File: config.mk
export PLATFORM = sky130hd
export DESIGN_NAME = rvx_wb_bridge_flat
export DESIGN_NICKNAME = d
export VERILOG_FILES = /design/src/rtl/rvx_wb_bridge_if.sv /design/src/rtl/rvx_wb_bridge.sv /design/src/flat_wrapper.sv
export SDC_FILE = /design/constraint.sdc
export NUM_CORES = 1
export LEC_CHECK = 0
export ABC_AREA = 1
export BUFFER_PORTS_ARGS = -buffer_cell sky130_fd_sc_hd__buf_4
export CORE_UTILIZATION = 50
export DETAILED_ROUTE_END_ITERATION = 7
export GPL_TIMING_DRIVEN = 0
export HOLD_SLACK_MARGIN = 0.03
export PLACE_DENSITY = 0.79
export SLEW_MARGIN = 40
export SYNTH_ARGS = -nofsm -noshare
export SYNTH_HDL_FRONTEND = slang
export SYNTH_SLANG_ARGS = --single-unit
File: constraint.sdc
create_clock -name clk -period 2.39 [get_ports clk]
set_clock_uncertainty 0.05 [all_clocks]
set_input_delay 0.478 -clock clk [delete_from_list [all_inputs] [get_ports clk]]
set_output_delay 0.478 -clock clk [all_outputs]
set_load 0.03 [all_outputs]
File: src/rtl/rvx_wb_bridge_if.sv
// Wishbone classic bus bundle between rvx_wb_bridge and the Controller core_* port.
interface rvx_wb_bridge_if #(
    parameter int ADDR_WIDTH = 32,
    parameter int DATA_WIDTH = 32
);
    logic                    wb_cyc_o;
    logic                    wb_stb_o;
    logic                    wb_we_o;
    logic [DATA_WIDTH/8-1:0] wb_sel_o;
    logic [ADDR_WIDTH-1:0]   wb_addr_o;
    logic [DATA_WIDTH-1:0]   wb_data_o;
    logic [DATA_WIDTH-1:0]   wb_data_i;
    logic                    wb_ack_i;

    modport master (
        output wb_cyc_o, wb_stb_o, wb_we_o, wb_sel_o, wb_addr_o, wb_data_o,
        input  wb_data_i, wb_ack_i
    );

    modport slave (
        input  wb_cyc_o, wb_stb_o, wb_we_o, wb_sel_o, wb_addr_o, wb_data_o,
        output wb_data_i, wb_ack_i
    );
endinterface

File: src/rtl/rvx_wb_bridge.sv
// Core level-request/pulse-response to registered Wishbone classic master,
// one outstanding transaction, with an ack timeout that sets a sticky error.
module rvx_wb_bridge #(
    parameter int ADDR_WIDTH     = 32,
    parameter int DATA_WIDTH     = 32,
    parameter int TIMEOUT_CYCLES = 255
) (
    input  logic                    clk,
    input  logic                    rst_n,
    input  logic [ADDR_WIDTH-1:0]   core_rw_address_i,
    input  logic                    core_read_request_i,
    input  logic                    core_write_request_i,
    input  logic [DATA_WIDTH-1:0]   core_write_data_i,
    input  logic [DATA_WIDTH/8-1:0] core_write_strobe_i,
    output logic [DATA_WIDTH-1:0]   core_read_data_o,
    output logic                    core_read_response_o,
    output logic                    core_write_response_o,
    rvx_wb_bridge_if.master         wb,
    output logic                    bus_error_o
);
    localparam int          SW     = DATA_WIDTH / 8;
    localparam logic [31:0] TMO    = TIMEOUT_CYCLES;
    localparam bit          TMO_EN = (TIMEOUT_CYCLES != 0);

    typedef enum logic [1:0] {IDLE, READ, WRITE, RESP} state_t;

    state_t                  state, state_n;
    logic                    cyc, cyc_n;
    logic                    we, we_n;
    logic [SW-1:0]           sel, sel_n;
    logic [ADDR_WIDTH-1:0]   addr, addr_n;
    logic [DATA_WIDTH-1:0]   wdat, wdat_n;
    logic [DATA_WIDTH-1:0]   rdat, rdat_n;
    logic                    rresp, rresp_n;
    logic                    wresp, wresp_n;
    logic                    err, err_n;
    logic [31:0]             cnt, cnt_n;
    logic                    tmo;

    // Abort on the cycle the wait count would reach the limit.
    assign tmo = TMO_EN && ((cnt + 32'd1) == TMO);

    always_ff @(posedge clk or negedge rst_n) begin
        if (!rst_n) begin
            state <= IDLE;
            cyc   <= 1'b0;
            we    <= 1'b0;
            sel   <= '0;
            addr  <= '0;
            wdat  <= '0;
            rdat  <= '0;
            rresp <= 1'b0;
            wresp <= 1'b0;
            err   <= 1'b0;
            cnt   <= '0;
        end else begin
            state <= state_n;
            cyc   <= cyc_n;
            we    <= we_n;
            sel   <= sel_n;
            addr  <= addr_n;
            wdat  <= wdat_n;
            rdat  <= rdat_n;
            rresp <= rresp_n;
            wresp <= wresp_n;
            err   <= err_n;
            cnt   <= cnt_n;
        end
    end

    always_comb begin
        state_n = state;
        cyc_n   = cyc;
        we_n    = we;
        sel_n   = sel;
        addr_n  = addr;
        wdat_n  = wdat;
        rdat_n  = rdat;
        rresp_n = 1'b0;
        wresp_n = 1'b0;
        err_n   = err;
        cnt_n   = cnt;
        unique case (state)
            IDLE: begin
                cnt_n = '0;
                if (core_write_request_i) begin
                    state_n = WRITE;
                    cyc_n   = 1'b1;
                    we_n    = 1'b1;
                    sel_n   = core_write_strobe_i;
                    addr_n  = core_rw_address_i;
                    wdat_n  = core_write_data_i;
                end else if (core_read_request_i) begin
                    state_n = READ;
                    cyc_n   = 1'b1;
                    we_n    = 1'b0;
                    sel_n   = '1;
                    addr_n  = core_rw_address_i;
                    wdat_n  = core_write_data_i;
                end
            end
            READ, WRITE: begin
                // Ack has priority over a timeout landing on the same edge.
                if (wb.wb_ack_i) begin
                    state_n = RESP;
                    cyc_n   = 1'b0;
                    cnt_n   = '0;
                    rresp_n = (state == READ);
                    wresp_n = (state == WRITE);
                    if (state == READ) rdat_n = wb.wb_data_i;
                end else if (tmo) begin
                    state_n = RESP;
                    cyc_n   = 1'b0;
                    cnt_n   = '0;
                    err_n   = 1'b1;
                    rresp_n = (state == READ);
                    wresp_n = (state == WRITE);
                    if (state == READ) rdat_n = '0;
                end else if (TMO_EN) begin
                    cnt_n = cnt + 32'd1;
                end
            end
            RESP: begin
                state_n = IDLE;
                cnt_n   = '0;
            end
            default: state_n = IDLE;
        endcase
    end

    assign wb.wb_cyc_o  = cyc;
    assign wb.wb_stb_o  = cyc;
    assign wb.wb_we_o   = we;
    assign wb.wb_sel_o  = sel;
    assign wb.wb_addr_o = addr;
    assign wb.wb_data_o = wdat;

    assign core_read_data_o      = rdat;
    assign core_read_response_o  = rresp;
    assign core_write_response_o = wresp;
    assign bus_error_o           = err;
endmodule

File: src/flat_wrapper.sv
// flat-port wrapper written by rule: the top's interface ports become plain ports
module rvx_wb_bridge_flat 
#(
    parameter int ADDR_WIDTH     = 32,
    parameter int DATA_WIDTH     = 32,
    parameter int TIMEOUT_CYCLES = 255
)
  (clk, rst_n, core_rw_address_i, core_read_request_i, core_write_request_i, core_write_data_i, core_write_strobe_i, core_read_data_o, core_read_response_o, core_write_response_o, bus_error_o, wb_wb_cyc_o, wb_wb_stb_o, wb_wb_we_o, wb_wb_sel_o, wb_wb_addr_o, wb_wb_data_o, wb_wb_data_i, wb_wb_ack_i);
  rvx_wb_bridge_if #(.ADDR_WIDTH(ADDR_WIDTH), .DATA_WIDTH(DATA_WIDTH)) wb_i ();
  input  logic clk;
  input  logic rst_n;
  input  logic [ADDR_WIDTH-1:0] core_rw_address_i;
  input  logic core_read_request_i;
  input  logic core_write_request_i;
  input  logic [DATA_WIDTH-1:0] core_write_data_i;
  input  logic [DATA_WIDTH/8-1:0] core_write_strobe_i;
  output logic [DATA_WIDTH-1:0] core_read_data_o;
  output logic core_read_response_o;
  output logic core_write_response_o;
  output logic bus_error_o;
  output wire logic [$bits(wb_i.wb_cyc_o)-1:0] wb_wb_cyc_o;
  output wire logic [$bits(wb_i.wb_stb_o)-1:0] wb_wb_stb_o;
  output wire logic [$bits(wb_i.wb_we_o)-1:0] wb_wb_we_o;
  output wire logic [$bits(wb_i.wb_sel_o)-1:0] wb_wb_sel_o;
  output wire logic [$bits(wb_i.wb_addr_o)-1:0] wb_wb_addr_o;
  output wire logic [$bits(wb_i.wb_data_o)-1:0] wb_wb_data_o;
  input wire logic [$bits(wb_i.wb_data_i)-1:0] wb_wb_data_i;
  input wire logic [$bits(wb_i.wb_ack_i)-1:0] wb_wb_ack_i;
  assign wb_wb_cyc_o = wb_i.wb_cyc_o;
  assign wb_wb_stb_o = wb_i.wb_stb_o;
  assign wb_wb_we_o = wb_i.wb_we_o;
  assign wb_wb_sel_o = wb_i.wb_sel_o;
  assign wb_wb_addr_o = wb_i.wb_addr_o;
  assign wb_wb_data_o = wb_i.wb_data_o;
  assign wb_i.wb_data_i = wb_wb_data_i;
  assign wb_i.wb_ack_i = wb_wb_ack_i;
  rvx_wb_bridge #(.ADDR_WIDTH(ADDR_WIDTH), .DATA_WIDTH(DATA_WIDTH), .TIMEOUT_CYCLES(TIMEOUT_CYCLES)) u_core (.clk(clk), .rst_n(rst_n), .core_rw_address_i(core_rw_address_i), .core_read_request_i(core_read_request_i), .core_write_request_i(core_write_request_i), .core_write_data_i(core_write_data_i), .core_write_strobe_i(core_write_strobe_i), .core_read_data_o(core_read_data_o), .core_read_response_o(core_read_response_o), .core_write_response_o(core_write_response_o), .wb(wb_i), .bus_error_o(bus_error_o));
endmodule
==> results.toml <==
[status]
status = "finished with violations"
violations = "setup timing"

[yosys]
synth_compound_area_frac = 0.02954
yosys.area.top_type_share = 0.5625
synth-seq-area-share = 0.5625
muxShareOfSynthArea = 0
synthXorXnorAreaFrac = 0.007082
synth_seq_cells = 139
ys_types = 26
synth-simple-area-share = 0.3446
synth.largest_area_cell = "dfrtp_1"
synth_cells = 777
syn-num-nets = 887
ys_top_cells_by_area = "dfrtp_1, nand2_1, nor2_1"
synthAdderAreaFrac = 0.01012
synth_top_family_by_area = "simple AND/OR/NAND/NOR gates"
ys_warn_count = 0
synth.avg_cell_area_um2 = 7.958
synth_area_mm2 = 0.006183

[floorplanning]
coreArea_mm2 = 0.01201
rows = 40
ios = 211
fp.dieH_um = 113.2
initial_core_util = 0.5148
die_w_um = 113.2
dieArea_mm2 = 0.01282

[sta]
fin_tns_setup_ns = -9.145
fin_ws_ns = -0.1842
relSlewSlack = 0.4993
finalCritPeriodShare = 1.077
rsz0062_at_grt = "true"
tightestPinTransition_ns = 0.7483
final_hold_viol_count = 0
max_freq_mhz = 388.5
slew_viol_final = 0
setup_viol = 67
fin_crit_ns = 2.574

[place]
hpwl_um = 11480
placed_cell_area_mm2 = 0.007979
io_buffers = 210
place_congestion = 0.8811

[drt]
vias_per_cell = 4.909
drt-total-wl_um = 17190
drtAntennaViolNets = 0
dr.pass1.iters = 5
drc = 0
first_iter_violations = 303
vias = 5886
wl_per_cell_um = 14.33

[power]
comb_power_share = 0.476
p_leak_nw = 4.898
power_switching_w = 0.005064
p_int_w = 0.006744
power_frac_seq = 0.317
clkPwrFrac = 0.207
switching_share = 0.4289
powerDensity_mw_per_mm2 = 1283
total_power_w = 0.01181
ir_drop_mv = 0.9709

[clocking]
path_clk_slew_ns = 0.06
cts_tree = "yes"
htreeDepth = 4
clk_latency_ns = 0.43
root_buffer = "clkbuf_16"
numCtsBuffers = 17
cts_buffer_depth = 2
cts_num_sinks = 139

[critical_path]
crit_fanout = 5
cp.arrival_ns = 2.84
end_kind = "register"
start_kind = "register"
cp.required_ns = 2.66
worstSetupPathType = "register to register"

[cells_and_area]
final_util = 0.7664
nFillCells = 842
final_common_cell = "nand2_1"
n_antenna_cell = 0
nets = 1149
final_cell_mix = "nand2_1, buf_4, dfrtp_1, nor2_1, inv_1"
drive_above_1_share = 0.3536
area_growth_pct = 48.87
stdcell_area_mm2 = 0.009205

[grt]
antenna_found_initial = 0
grt_pass1_vias = 5450
grt_max_degree = 74
gr-usage-all-layers = 0.2637
grt-ovfl-total = 0
grt_pass1_wl_um = 25880

[run]
max_cap_violations = 0

[min_path]
hold_class = "input pin to register"
-- per-layer routing --
metal / up-vias / global-route usage / routed length, um
met2: 196 / 0.4278 / 8636
met1: 2759 / 0.3117 / 6851
met5: - / 0 / 0
met4: 0 / 0.1246 / 364
li1: 2905 / - / -
met3: 26 / 0.09748 / 1333
-- worst max-delay path, cell delays in order, from the launching register on --
cell	delay, ns
dfrtp_1	0.41
ha_4	0.18
nand2_4	0.06
nor2_4	0.19
nand2_2	0.10
nor2_4	0.15
buf_4	0.14
nand2_1	0.05
nand2_1	0.07
nand2_1	0.06
nor2_1	0.14
nand2_1	0.10
nor2_2	0.10
nand3_2	0.11
nand2_2	0.12
nand2_4	0.07
buf_12	0.14
buf_8	0.13
nand2_2	0.04
nand2_1	0.05
-- power groups by stage --
stage	Clock [W]	Sequential, W	Combinational, W
global placement	0	0.00370	0.00505
finish	0.00245	0.00374	0.00562
floorplan	0	0.00530	0.00147
CTS	0.00247	0.00370	0.00515
detailed placement	0	0.00371	0.00513
global route	0.00259	0.00383	0.00604
-- final cells by class --
cell class	instances	area, um^2	share of cell area
flip-flops and latches	139	3480	0.3780
multi-input cells	573	2713	0.2947
repair buffers	242	1961	0.2130
clock buffers	24	491.7	0.05342
well taps	147	183.9	0.01998
plain buffers	24	158.9	0.01726
inverters	42	157.7	0.01713
clock inverters	8	60.06	0.006524
-- state kept, by name (all words and copies together) (netlist names) --
| register | count |
|---|---|
| u_core.wb.wb_data_o | 32 |
| u_core.bus_error_o | 1 |
| u_core.core_read_data_o | 32 |
| u_core.wb.wb_we_o | 1 |
| u_core.wb.wb_sel_o | 4 |
| u_core.core_read_response_o | 1 |
| u_core.wb.wb_cyc_o | 1 |
| u_core.core_write_response_o | 1 |
| u_core.state | 2 |
| u_core.cnt | 32 |
| u_core.wb.wb_addr_o | 32 |
-- synthesized netlist by cell type (all sizes together) --
library cell and number:
buf 10, o22a 4, nor3 1, clkbuf 14, and2 1, ha 5
nand3b 10, o21ai 6, a21oi 22, o21bai 1, inv 42, nand3 19
nor2 72, xnor2 2, xor2 3, nand4 3, nand2 422, and3 1
dfrtp 139
-- through the flow --
| stage | setup WS (ns) | hold slack, ns | instances |
|---|---|---|---|
| floorplan | 0.2765 | 0.1324 | 777 |
| global placement | -0.1555 | 0.4044 | 1134 |
| detailed placement | -0.1981 | 0.4095 | 1135 |
| CTS | -0.002496 | 0.1793 | 1173 |
| global route | -0.3373 | 0.1845 | 1199 |
| finish | -0.1842 | 0.1908 | 1199 |
-- cell families (layout without fill, tap and decap cells) --
kind of cell	Yosys count	count (layout)
flip-flops	139	139
XOR/XNOR	5	5
adder cells (fa/ha/maj)	5	5
buffers and inverters	66	340
AO/OA/AOI/OAI	33	33
AND/OR/NAND/NOR	529	530
-- path summary, 6_finish.rpt --
kind	startpoint	to	slack, ns	cells past startpoint
max in group asynchronous	rst_n	u_core.wb.wb_addr_o[17]	1.02	3
worst min register to register	u_core.wb.wb_addr_o[15]	u_core.wb.wb_addr_o[15]	0.42	2
worst max register to register	u_core.cnt[0]	u_core.core_read_data_o[21]	-0.18	19
worst max-delay path	u_core.cnt[0]	u_core.core_read_data_o[21]	-0.18	19
min in group asynchronous	rst_n	u_core.cnt[11]	0.55	2
worst min-delay path	core_write_data_i[25]	u_core.wb.wb_data_o[25]	0.19	3
-- timing repair --
item | in CTS | in global routing
buffers inserted | 5 | 20
resized for setup | 11 | 108
hold endpoints to repair | 66 | 0
cloned | 0 | 7
pin swaps | 4 | 25
endpoints found under the setup margin | 67 | 110
hold buffers | 1 | 0
Power figures use the tool's default switching activity.
